<file path="config.mk">
export PLATFORM = sky130hd
export DESIGN_NAME = gray_convert_pipe
export DESIGN_NICKNAME = d
export VERILOG_FILES = /design/src/rtl/gray_convert_pipe.sv
export SDC_FILE = /design/constraint.sdc
export NUM_CORES = 1
export LEC_CHECK = 0
export ABC_AREA = 0
export BUFFER_PORTS_ARGS = -buffer_cell sky130_fd_sc_hd__buf_4
export CORE_AREA = 2 2 39 41
export DETAILED_ROUTE_END_ITERATION = 10
export DIE_AREA = 0 0 41 43
export PLACE_DENSITY_LB_ADDON = 0.05
export SYNTH_ARGS = -nofsm -noshare
export SYNTH_HDL_FRONTEND = slang
export SYNTH_SLANG_ARGS = --single-unit
</file>
<file path="constraint.sdc">
create_clock -name clk -period 1.9 [get_ports clk]
set_input_delay 0.095 -clock clk [delete_from_list [all_inputs] [get_ports clk]]
set_output_delay 0.095 -clock clk [all_outputs]
set_load 0.02 [all_outputs]
</file>
<file path="src/rtl/gray_convert_pipe.sv">
`default_nettype none
// ============================================================================
// Module   : gray_convert_pipe
// Function : Pipelined Gray<->binary converter with valid/ready handshake on
//            both sides and a per-word direction select. Optional Gray
//            sequence checker enabled by defining GRAY_SEQ_CHECK_EN.
// Revision : 1.0 - initial release
// ============================================================================
module gray_convert_pipe #(
    parameter int WIDTH = 3,
    parameter int CNT_W = 8
) (
    input  logic             clk,
    input  logic             rst,
    input  logic [WIDTH-1:0] in_data,
    input  logic             in_mode,
    input  logic             in_valid,
    output logic             in_ready,
    output logic [WIDTH-1:0] out_data,
    output logic             out_valid,
    input  logic             out_ready,
    output logic             out_err,
    output logic [CNT_W-1:0] err_count
);

    if (WIDTH < 2) begin : g_width_check
        $error("gray_convert_pipe: WIDTH must be at least 2");
    end
    if (CNT_W < 1) begin : g_cnt_check
        $error("gray_convert_pipe: CNT_W must be at least 1");
    end

    logic [WIDTH-1:0] w_g2b;
    logic [WIDTH-1:0] w_b2g;
    logic [WIDTH-1:0] w_conv;
    logic             w_accept;
    logic [WIDTH-1:0] r_data;
    logic             r_valid;

    // Each binary bit is the parity of all Gray bits at or above it.
    for (genvar gi = 0; gi < WIDTH; gi++) begin : g_g2b
        assign w_g2b[gi] = ^in_data[WIDTH-1:gi];
    end

    assign w_b2g    = in_data ^ (in_data >> 1);
    assign w_conv   = in_mode ? w_b2g : w_g2b;
    assign in_ready = !r_valid || out_ready;
    assign w_accept = in_valid && in_ready;

    always_ff @(posedge clk) begin
        if (rst) begin
            r_data  <= '0;
            r_valid <= 1'b0;
        end else if (w_accept) begin
            r_data  <= w_conv;
            r_valid <= 1'b1;
        end else if (out_ready) begin
            r_valid <= 1'b0;
        end
    end

    assign out_data  = r_data;
    assign out_valid = r_valid;

`ifdef GRAY_SEQ_CHECK_EN
    localparam logic [CNT_W-1:0] c_cnt_max = {CNT_W{1'b1}};

    logic [WIDTH-1:0] r_hist;
    logic             r_hist_vld;
    logic             r_err;
    logic [CNT_W-1:0] r_err_cnt;
    logic [WIDTH-1:0] w_diff;
    logic             w_single;
    logic             w_gray_in;
    logic             w_viol;

    // Exactly one differing bit: non-zero and a power of two.
    assign w_diff    = in_data ^ r_hist;
    assign w_single  = (w_diff != '0) && ((w_diff & (w_diff - WIDTH'(1))) == '0);
    assign w_gray_in = w_accept && !in_mode;
    assign w_viol    = w_gray_in && r_hist_vld && !w_single;

    always_ff @(posedge clk) begin
        if (rst) begin
            r_hist     <= '0;
            r_hist_vld <= 1'b0;
            r_err      <= 1'b0;
            r_err_cnt  <= '0;
        end else begin
            if (w_gray_in) begin
                r_hist     <= in_data;
                r_hist_vld <= 1'b1;
            end
            if (w_accept) begin
                r_err <= w_viol;
            end
            if (w_viol && (r_err_cnt != c_cnt_max)) begin
                r_err_cnt <= r_err_cnt + CNT_W'(1);
            end
        end
    end

    assign out_err   = r_err;
    assign err_count = r_err_cnt;
`else
    assign out_err   = 1'b0;
    assign err_count = '0;
`endif

endmodule
`default_nettype wire

</file>
==> impl_metrics.ini <==
[routing]
post_drt_via_cell_ratio = 3.80
vias = 228
drt_iter0_drc = 2
drt-total-wl_microns = 513
drt_first_pass_iters = 4
wire_per_inst_microns = 8.55
drc = 0
antenna_left = 0

[synth]
synth.avg_cell_area_sq_um = 8.88
synth_edf_count = 0
yosys.area_share.simple_pct = 11.7
synth_area_leaders = dfxtp_1 30%, buf_4 25%, xnor2_1 6.6%
ys_types = 13
synth_xor_area_share_pct = 9.86
synth-seq-cells = 4
synth_common_cells = 9 x buf_4, 4 x dfxtp_1, 3 x a21oi_1
synthCells = 30
post-synth-top-count-cell = buf_4
synth_top_family_by_area = buffers and inverters
synth_seq_area_share_pct = 30.0
synthArstFlopShare_pct = 0
synth_top_area_share_pct = 30.0
yosysWarnings = 0
synth_compound_area_share_pct = 18.8
muxShareOfSynthArea_pct = 0
synth_adder_area_share_pct = 0
yosysTopAreaCell = dfxtp_1
ys.flop_type = dfxtp_1
synth_area_sq_um = 267

[clocking]
clock-sinks = 4
clockRootBuffer = clkbuf_4
cts-hold-fix-buffers = 0
cts-htree-levels = 1
cts_tree = yes
post_cts_buffers = 0
cts-buffers-inserted = 3
cts_resized = 0
clk_path_buf_depth = 2
worstSkewPairLatency_ns = 0.24
path_clk_slew_ns = 0.04

[pwr]
peakVddDrop_mv = 0.175
p_leak_nw = 0.176
swShare_pct = 30.1
p_switching_w = 0.0000825
sequentialPowerShare_pct = 34.2
power_w = 0.000274
p_clk_share_pct = 39.1
p_comb_share_pct = 26.7
internal_power_w = 0.000192
cellPowerDensity_nw_per_um2 = 758

[global_route]
use_met1_pct = 7.40
grt.overflow.total = 0
grt_pass1_wl_microns = 807
met2_usage_pct = 9.69
grt.total_usage_pct = 7.23
grtUsageMet3_pct = 1.57
grt_max_degree = 6
grt_pass1_vias = 225
grt_antenna_before_repair = 0
grt_busiest_layer = met4

[timing]
setup-tns-final_ns = 0
setup_viol = 0
fmax_mhz = 903
period_share_pct = 58.3
hold_viol_final = 0
slew_violations = 0
holdWs_ns = 0.0585
rsz0062_at_grt = no
skew_ns = 0.00354
min_period_ns = 1.11

[run]
max_cap_violations = 0

[placed_design]
port_buffers = 12
place_congestion = 0.673
dp_cells = 57
hpwl_microns = 437

[die]
die_w_microns = 41
ioPinCount = 22
die_h_microns = 43
die-area_sq_um = 1760
start_util_pct = 19.3
num_rows = 14
core_area_sq_um = 1380

[final_layout]
final_cells = 60
layout.nets = 54
fin_util_pct = 26.1
diodes = 0
area_growth_pct = 35.7
layout-drive-gt1-share_pct = 38.6

[worst_setup_path]
cp_cell_sequence = nor2b_4 > inv_1 > buf_4
path_max_fanout = 5
worstPathArrival_ns = 1.01
required_ns = 1.80
path_class = flop to output port
critPathCaptureType = output port
cpPeakStageDelay_ns = 0.32
worstPathBufferInverterCount = 2
crit_family = flip-flops
slowest_stage = dfxtp_1
crit_path_start_kind = flop

[status]
status = finished, final reports clean

[hold_path]
hold_class = primary input to flop
## cell type report
cell class	instances	area [sq um]
repair buffers	12	90.1
well taps	16	20.0
inverters	2	7.51
multi-input cells	23	141
fillers	170	1020
clock buffers	3	22.5
flip-flops and latches	4	80.1
## registers in the layout, indices dropped and copies added, names as in the netlist
register,flops
out_data,3
out_valid,1
## per-layer routing
| metal | vias up | routed length (microns) |
|---|---|---|
| li1 | 112 | - |
| met1 | 97 | 192 |
| met2 | 16 | 259 |
| met3 | 3 | 49 |
| met4 | 0 | 12 |
| met5 | - | 0 |
## cell families (layout without fill, tap and decap cells)
logic type,count (synthesis),in the layout
other cells,1,9
flops,4,4
simple gates,4,4
buf+inv,11,17
xor+xnor,3,3
compound gates,7,7
## stage by stage
stage | instance area [sq um] | setup WS [ns]
6_report | 362 | 0.792
5_1_grt | 362 | 0.719
4_1_cts | 362 | 0.779
3_5_place_dp | 339 | 0.938
3_3_place_gp | 339 | 0.957
2_1_floorplan | 297 | 0.781
## final timing paths
check | start | to | slack (ns) | cells past startpoint
worst max-delay path | out_valid$_SDFFE_PP0P_ | in_ready | 0.79 | 3
worst min-delay path | rst | out_valid$_SDFFE_PP0P_ | 0.06 | 2
worst min register to register | out_data[2]$_SDFFE_PP0P_ | out_data[2]$_SDFFE_PP0P_ | 0.47 | 2
worst max register to register | out_valid$_SDFFE_PP0P_ | out_data[1]$_SDFFE_PP0P_ | 0.91 | 4
## worst register-to-register path, stage by stage, from the launching register on
cell	delay (ns)
dfxtp_1	0.30
nor2b_4	0.13
inv_1	0.12
a21oi_1	0.08
a311oi_1	0.24
## cell usage in the layout, fill, tap and decap left out
cell	n
buf_4	12
conb_1	9
dfxtp_1	4
a21oi_1	3
clkbuf_4	3
inv_1	2
xnor2_1	2
nor2b_1	2
o21ai_0	2
nor2b_4	1
a311oi_1	1
xor2_1	1
o41ai_2	1
nand3_1	1
## power groups by stage
stage                     sequential (W)  combinational (W)  clock, W
final                          0.0000937          0.0000733  0.000107
after detailed placement       0.0000953          0.0000738         0
after floorplan                 0.000103          0.0000506         0
after global routing           0.0000948          0.0000794  0.000117
after global placement         0.0000949          0.0000735         0
after CTS                      0.0000938          0.0000740  0.000111
(Power assumes the default switching activity.)
